<file path="src/rtl/video_timing_gen_if.sv">
// video_timing_gen_if
//   Bundles the timing outputs of video_timing_gen.
//   master : driven by the timing generator.
//   slave  : consumed by downstream pixel pipelines.
// Signals:
//   DE            data enable (visible pixel)
//   HSYNC/VSYNC   sync outputs at their configured polarity
//   hCount/vCount current pixel column / line
//   frameStart    one-output pulse at pixel (0,0)
//   lineStart     one-output pulse at column 0
//   overlayActive overlay window pixel strobe
//   overlayAddr   linear overlay-image address
interface video_timing_gen_if #(
    parameter int hBusWidth = 12,
    parameter int vBusWidth = 12,
    parameter int ADDR_W    = 24
);
    logic                 DE;
    logic                 HSYNC;
    logic                 VSYNC;
    logic [hBusWidth-1:0] hCount;
    logic [vBusWidth-1:0] vCount;
    logic                 frameStart;
    logic                 lineStart;
    logic                 overlayActive;
    logic [ADDR_W-1:0]    overlayAddr;

    modport master (
        output DE, HSYNC, VSYNC, hCount, vCount,
               frameStart, lineStart, overlayActive, overlayAddr
    );

    modport slave (
        input  DE, HSYNC, VSYNC, hCount, vCount,
               frameStart, lineStart, overlayActive, overlayAddr
    );
endinterface

</file>
<file path="src/rtl/video_timing_gen.sv">
// video_timing_gen
//   Raster timing generator. Internal (h,v) counters advance one pixel per
//   clock with pixelEnable high; every output is registered from the
//   pre-increment (h,v) of the same enabled edge, so all outputs are aligned
//   and lag the counters by one enabled cycle.
// Ports:
//   clock          single clock
//   masterReset_n  synchronous active-low reset
//   pixelEnable    advances timing one pixel when high; all state holds when low
//   vid            video_timing_gen_if.master timing outputs
// Optional feature:
//   VTG_OVERLAY_WINDOW_EN  when defined, drives overlayActive/overlayAddr from
//   a window (OVL_X,OVL_Y,OVL_W,OVL_H) clipped to the active area; when
//   undefined both are constant 0 and no window logic exists.
module video_timing_gen #(
    parameter int H_ACTIVE  = 1280,
    parameter int H_FP      = 110,
    parameter int H_SYNC    = 40,
    parameter int H_BP      = 220,
    parameter int V_ACTIVE  = 720,
    parameter int V_FP      = 5,
    parameter int V_SYNC    = 5,
    parameter int V_BP      = 20,
    parameter int HSYNC_POL = 1,
    parameter int VSYNC_POL = 1,
    parameter int hBusWidth = 12,
    parameter int vBusWidth = 12,
    parameter int OVL_X     = 0,
    parameter int OVL_Y     = 0,
    parameter int OVL_W     = 320,
    parameter int OVL_H     = 240,
    parameter int ADDR_W    = 24
) (
    input  logic                clock,
    input  logic                masterReset_n,
    input  logic                pixelEnable,
    video_timing_gen_if.master  vid
);

    localparam int H_TOTAL = H_ACTIVE + H_FP + H_SYNC + H_BP;
    localparam int V_TOTAL = V_ACTIVE + V_FP + V_SYNC + V_BP;

    if (H_TOTAL >= (1 << hBusWidth)) begin : g_bad_h
        $error("video_timing_gen: H_TOTAL does not fit in hBusWidth");
    end
    if (V_TOTAL >= (1 << vBusWidth)) begin : g_bad_v
        $error("video_timing_gen: V_TOTAL does not fit in vBusWidth");
    end

    localparam logic [hBusWidth-1:0] H_LAST   = hBusWidth'(H_TOTAL - 1);
    localparam logic [hBusWidth-1:0] H_ACT    = hBusWidth'(H_ACTIVE);
    localparam logic [hBusWidth-1:0] HS_START = hBusWidth'(H_ACTIVE + H_FP);
    localparam logic [hBusWidth-1:0] HS_END   = hBusWidth'(H_ACTIVE + H_FP + H_SYNC);
    localparam logic [vBusWidth-1:0] V_LAST   = vBusWidth'(V_TOTAL - 1);
    localparam logic [vBusWidth-1:0] V_ACT    = vBusWidth'(V_ACTIVE);
    localparam logic [vBusWidth-1:0] VS_START = vBusWidth'(V_ACTIVE + V_FP);
    localparam logic [vBusWidth-1:0] VS_END   = vBusWidth'(V_ACTIVE + V_FP + V_SYNC);
    localparam logic HS_ON = (HSYNC_POL != 0);
    localparam logic VS_ON = (VSYNC_POL != 0);

    logic [hBusWidth-1:0] h, h_next;
    logic [vBusWidth-1:0] v, v_next;
    logic de_d, hs_d, vs_d, fs_d, ls_d;

    always_comb begin
        h_next = h;
        v_next = v;
        if (h == H_LAST) begin
            h_next = '0;
            v_next = (v == V_LAST) ? '0 : v + 1'b1;
        end else begin
            h_next = h + 1'b1;
        end
    end

    always_comb begin
        de_d = (h < H_ACT) && (v < V_ACT);
        hs_d = ((h >= HS_START) && (h < HS_END)) ? HS_ON : ~HS_ON;
        vs_d = ((v >= VS_START) && (v < VS_END)) ? VS_ON : ~VS_ON;
        ls_d = (h == '0);
        fs_d = (h == '0) && (v == '0);
    end

    always_ff @(posedge clock) begin
        if (!masterReset_n) begin
            h              <= '0;
            v              <= '0;
            vid.DE         <= 1'b0;
            vid.HSYNC      <= ~HS_ON;
            vid.VSYNC      <= ~VS_ON;
            vid.hCount     <= '0;
            vid.vCount     <= '0;
            vid.frameStart <= 1'b0;
            vid.lineStart  <= 1'b0;
        end else if (pixelEnable) begin
            h              <= h_next;
            v              <= v_next;
            vid.DE         <= de_d;
            vid.HSYNC      <= hs_d;
            vid.VSYNC      <= vs_d;
            vid.hCount     <= h;
            vid.vCount     <= v;
            vid.frameStart <= fs_d;
            vid.lineStart  <= ls_d;
        end
    end

`ifdef VTG_OVERLAY_WINDOW_EN
    // Window bounds clipped to the active area so they always fit the counters.
    localparam int OX0 = (OVL_X < H_ACTIVE) ? OVL_X : H_ACTIVE;
    localparam int OX1 = (OVL_X + OVL_W < H_ACTIVE) ? OVL_X + OVL_W : H_ACTIVE;
    localparam int OY0 = (OVL_Y < V_ACTIVE) ? OVL_Y : V_ACTIVE;
    localparam int OY1 = (OVL_Y + OVL_H < V_ACTIVE) ? OVL_Y + OVL_H : V_ACTIVE;
    localparam logic [hBusWidth-1:0] OX0_B = hBusWidth'(OX0);
    localparam logic [hBusWidth-1:0] OX1_B = hBusWidth'(OX1);
    localparam logic [vBusWidth-1:0] OY0_B = vBusWidth'(OY0);
    localparam logic [vBusWidth-1:0] OY1_B = vBusWidth'(OY1);

    logic ov_d;

    always_comb begin
        ov_d = de_d && (h >= OX0_B) && (h < OX1_B) && (v >= OY0_B) && (v < OY1_B);
    end

    // The address steps after each active output, using the registered
    // overlayActive of the previous output; the (0,0) output forces it to 0.
    always_ff @(posedge clock) begin
        if (!masterReset_n) begin
            vid.overlayActive <= 1'b0;
            vid.overlayAddr   <= '0;
        end else if (pixelEnable) begin
            vid.overlayActive <= ov_d;
            if (fs_d) begin
                vid.overlayAddr <= '0;
            end else if (vid.overlayActive) begin
                vid.overlayAddr <= vid.overlayAddr + 1'b1;
            end
        end
    end
`else
    assign vid.overlayActive = 1'b0;
    assign vid.overlayAddr   = '0;
`endif

endmodule

</file>
<file path="src/flat_wrapper.sv">
// flat-port wrapper written by rule: the top's interface ports become plain ports
module video_timing_gen_flat 
#(
    parameter int H_ACTIVE  = 1280,
    parameter int H_FP      = 110,
    parameter int H_SYNC    = 40,
    parameter int H_BP      = 220,
    parameter int V_ACTIVE  = 720,
    parameter int V_FP      = 5,
    parameter int V_SYNC    = 5,
    parameter int V_BP      = 20,
    parameter int HSYNC_POL = 1,
    parameter int VSYNC_POL = 1,
    parameter int hBusWidth = 12,
    parameter int vBusWidth = 12,
    parameter int OVL_X     = 0,
    parameter int OVL_Y     = 0,
    parameter int OVL_W     = 320,
    parameter int OVL_H     = 240,
    parameter int ADDR_W    = 24
)
  (clock, masterReset_n, pixelEnable, vid_DE, vid_HSYNC, vid_VSYNC, vid_hCount, vid_vCount, vid_frameStart, vid_lineStart, vid_overlayActive, vid_overlayAddr);
  video_timing_gen_if #(.hBusWidth(hBusWidth), .vBusWidth(vBusWidth), .ADDR_W(ADDR_W)) vid_i ();
  input  logic clock;
  input  logic masterReset_n;
  input  logic pixelEnable;
  output wire logic [$bits(vid_i.DE)-1:0] vid_DE;
  output wire logic [$bits(vid_i.HSYNC)-1:0] vid_HSYNC;
  output wire logic [$bits(vid_i.VSYNC)-1:0] vid_VSYNC;
  output wire logic [$bits(vid_i.hCount)-1:0] vid_hCount;
  output wire logic [$bits(vid_i.vCount)-1:0] vid_vCount;
  output wire logic [$bits(vid_i.frameStart)-1:0] vid_frameStart;
  output wire logic [$bits(vid_i.lineStart)-1:0] vid_lineStart;
  output wire logic [$bits(vid_i.overlayActive)-1:0] vid_overlayActive;
  output wire logic [$bits(vid_i.overlayAddr)-1:0] vid_overlayAddr;
  assign vid_DE = vid_i.DE;
  assign vid_HSYNC = vid_i.HSYNC;
  assign vid_VSYNC = vid_i.VSYNC;
  assign vid_hCount = vid_i.hCount;
  assign vid_vCount = vid_i.vCount;
  assign vid_frameStart = vid_i.frameStart;
  assign vid_lineStart = vid_i.lineStart;
  assign vid_overlayActive = vid_i.overlayActive;
  assign vid_overlayAddr = vid_i.overlayAddr;
  video_timing_gen #(.H_ACTIVE(H_ACTIVE), .H_FP(H_FP), .H_SYNC(H_SYNC), .H_BP(H_BP), .V_ACTIVE(V_ACTIVE), .V_FP(V_FP), .V_SYNC(V_SYNC), .V_BP(V_BP), .HSYNC_POL(HSYNC_POL), .VSYNC_POL(VSYNC_POL), .hBusWidth(hBusWidth), .vBusWidth(vBusWidth), .OVL_X(OVL_X), .OVL_Y(OVL_Y), .OVL_W(OVL_W), .OVL_H(OVL_H), .ADDR_W(ADDR_W)) u_core (.clock(clock), .masterReset_n(masterReset_n), .pixelEnable(pixelEnable), .vid(vid_i));
endmodule
</file>
<file path="config.mk">
export PLATFORM = sky130hd
export DESIGN_NAME = video_timing_gen_flat
export DESIGN_NICKNAME = d
export VERILOG_FILES = /design/src/rtl/video_timing_gen_if.sv /design/src/rtl/video_timing_gen.sv /design/src/flat_wrapper.sv
export SDC_FILE = /design/constraint.sdc
export NUM_CORES = 1
export LEC_CHECK = 0
export BUFFER_PORTS_ARGS = -buffer_cell sky130_fd_sc_hd__buf_2
export CORE_MARGIN = 1.5
export CORE_UTILIZATION = 50
export CTS_CLUSTER_DIAMETER = 40
export DETAILED_ROUTE_END_ITERATION = 10
export GPL_TIMING_DRIVEN = 0
export PLACE_DENSITY = 0.7
export SYNTH_ARGS = -nofsm -noshare
export SYNTH_HDL_FRONTEND = slang
export SYNTH_SLANG_ARGS = --single-unit
</file>
<file path="constraint.sdc">
create_clock -name clock -period 3.3 [get_ports clock]
set_input_delay 0.33 -clock clock [delete_from_list [all_inputs] [get_ports clock]]
set_output_delay 0.33 -clock clock [all_outputs]
set_load 0.02 [all_outputs]
</file>
==> impl_metrics.env <==
export IMPL_crit_type="flip-flop to flip-flop"
export IMPL_start_kind="flip-flop"
export IMPL_whs_ns=0.387
export IMPL_p_clk_share_pct=37.8
export IMPL_coreArea_um2=5140
export IMPL_arrival_ns=2.35
export IMPL_pre_cts_ws_ns=1.24
export IMPL_drive_above_1_share_pct=18.6
export IMPL_syn2layout_area_growth_pct=16.8
export IMPL_synth_ff_type="dfxtp_1"
export IMPL_rows=26
export IMPL_ctsRootBufferMaster="clkbuf_8"
export IMPL_cts_buffer_depth=2
export IMPL_synth_edf_count=0
export IMPL_vias=2246
export IMPL_rr_worst_depth=7
export IMPL_start_util_pct=51.9
export IMPL_fin_crit_sh_pct=63.9
export IMPL_diodes=0
export IMPL_dieHeight_um=76.1
export IMPL_rsz0062_at_grt="false"
export IMPL_dp_hpwl_um=3980
export IMPL_worst_pin_slew_ns=0.601
export IMPL_synth_area_per_cell_um2=8.66
export IMPL_ctsResizeCount=0
export IMPL_ys_ff_latch=53
export IMPL_cts_hold_fix_buffers=0
export IMPL_p_seq_share_pct=53.6
export IMPL_drc=0
export IMPL_antenna_found_initial=0
export IMPL_clock_fmax_mhz=474
export IMPL_vdd_drop_max_v=0.000335
export IMPL_fin_tns_setup_ns=0
export IMPL_numCtsBuffers=5
export IMPL_nets=380
export IMPL_p_int_uw=931
export IMPL_clock_sinks=53
export IMPL_die_w_um=76.1
export IMPL_yosys_warnings=0
export IMPL_clock_skew_ns=0.00599
export IMPL_p_comb_share_pct=8.6
export IMPL_drv_slew=0
export IMPL_via_per_inst=5.09
export IMPL_synthCells=308
export IMPL_postCtsSetupBuffers=0
export IMPL_max_stage_delay_ns=0.44
export IMPL_clk_latency_ns=0.31
export IMPL_syn_area_um2=2670
export IMPL_cts_tree="done"
export IMPL_crit_chain="inv_1, ha_1, and3_1, nand4_4, clkbuf_1, nand2_1, a21oi_1"
export IMPL_place_congestion=0.880
export IMPL_power_density_nw_per_um2=389
export IMPL_synth_cell_type_count=44
export IMPL_wl_per_cell_um=12.9
export IMPL_crit_slowest_cell="dfxtp_1"
export IMPL_grt_pass1_vias=1948
export IMPL_grt_usage_pct=20.3
export IMPL_fin_ws_ns=1.19
export IMPL_hold_depth=3
export IMPL_worstSetupEndpointType="flip-flop"
export IMPL_die_area_um2=5790
export IMPL_finalSetupViolations=0
export IMPL_swShare_pct=23.2
export IMPL_seq_area_frac_synth_pct=39.8
export IMPL_hp_class="primary input to flip-flop"
export IMPL_grt_max_degree=16
export IMPL_worstPathMaxFanout=10
export IMPL_firstDrtPassIters=4
export IMPL_htree_num_levels=2
export IMPL_drt_wl_total_um=5700
export IMPL_p_switching_uw=282
export IMPL_ant_nets=0
export IMPL_maxCapViolations=0
export IMPL_overflow=0
export IMPL_io_pins=57
export IMPL_grt_pass1_wl_um=9540
export IMPL_async_flop_share_pct=0
export IMPL_outcome="complete, no violations"
export IMPL_clkTransAtPathRegs_ns=0.09
export IMPL_drt_initial_drc_count=123
export IMPL_slew_headroom_pct=59.9
export IMPL_p_leak_uw=0.00136
export IMPL_hold_viol_final=0
export IMPL_finalCriticalPeriod_ns=2.11
export IMPL_cp_required_ns=3.54
export IMPL_numPortBuffers=31
synth_stat cells, types with 2 or more instances:
cell	count	area share [%]
nand4_1	11	2.6
buf_1	2	0.28
nor3_1	3	0.56
nor2_1	38	5.3
nand2b_1	7	1.6
clkbuf_1	16	2.3
o22ai_1	6	1.4
nor2b_1	3	0.70
or3_1	5	1.2
a311oi_1	2	0.66
a211oi_1	2	0.56
nand2_1	19	2.7
or4_1	3	0.84
o21ai_0	4	0.75
mux2i_1	23	8.6
nor4b_1	2	0.66
buf_4	25	7.0
inv_1	7	0.98
o31ai_1	2	0.56
and3_1	5	1.2
nand4b_1	2	0.66
dfxtp_1	53	40
a21oi_1	19	3.6
xor2_1	4	1.3
and4_1	4	1.3
xnor2_1	5	1.6
nand3b_1	2	0.56
nand3_1	10	1.9
ha_1	7	3.3
buf_2	3	0.56
power groups by stage:
stage / Combinational, uW / Clock (uW) / Sequential (uW)
finish: 105 / 459 / 650
global route: 114 / 493 / 651
CTS: 104 / 471 / 650
detailed placement: 104 / 0 / 665
global placement: 104 / 0 / 665
floorplan: 83.3 / 0 / 668
worst paths after layout:
check | start | endpoint | slack [ns]
hold / removal | masterReset_n | u_core.vid.vCount[4] | 0.39
setup / recovery | u_core.h[1] | u_core.h[11] | 1.19
setup reg to reg | u_core.h[1] | u_core.h[11] | 1.19
hold reg to reg | u_core.vid.VSYNC | u_core.vid.VSYNC | 0.47
metal layers:
layer / global-route usage (%) / vias to the layer above / share of wire [%]
met5: 0 / - / 0
met4: 7.96 / 0 / 1.3
met3: 4.55 / 8 / 6.5
met2: 29.4 / 79 / 42
met1: 29.3 / 1019 / 50
li1: - / 1140 / -
critical path, delay by kind of cell (launching register included):
kind,cells,cell delay [ns]
adders and majority gates,1,0.18
and+or+nand+nor,3,0.72
buffers and inverters,2,0.49
DFF,1,0.44
AOI/OAI and AO/OA,1,0.20
through the flow:
stage	area [um^2]	cells	utilization (%)	total power (uW)
floorplan	2760	332	-	752
global placement	3000	433	58.4	768
detailed placement	3000	433	58.4	769
CTS	3120	441	60.7	1230
global route	3120	441	60.7	1260
finish	3120	441	60.7	1210
placed cells by master (no fill, tap or decap), types with 6 or more instances in the layout:
master	synthesis	final
conb_1	1	25
nand4_1	11	11
nand2b_1	7	7
a21oi_1	19	19
ha_1	7	7
nand2_1	19	19
o22ai_1	6	6
mux2i_1	23	23
buf_4	25	25
clkbuf_1	16	17
dfxtp_1	53	53
buf_2	3	34
nor2_1	38	38
inv_1	7	7
nand3_1	10	10
clkbuf_8	0	6
kinds of logic after synthesis:
kind of cell	count (synthesis)	share of synthesized area, %
compound gates	41	9.24
simple gates	119	24.3
fa+ha+maj	7	3.28
flops	53	39.8
mux	23	8.63
other cells	1	0.141
buf+inv	55	11.7
xor+xnor	9	2.95
flip-flops by register name, summed over array words and instances, names as in the netlist:
signal and flops:
u_core.vid.HSYNC 1, u_core.vid.lineStart 1, u_core.v 12, u_core.vid.hCount 12, u_core.vid.vCount 12, u_core.h 12
u_core.vid.DE 1, u_core.vid.VSYNC 1, u_core.vid.frameStart 1
layout make-up:
cell class                      count  area, um^2
Buffer                             47         282
Inverter                            8        30.0
Clock inverter                      1        30.0
Multi-Input combinational cell    224        1390
Fill cell                         490        2020
Sequential cell                    53        1060
Timing Repair Buffer               31         155
Tap cell                           70        87.6
Clock buffer                        7        86.3
(Power assumes the default switching activity.)
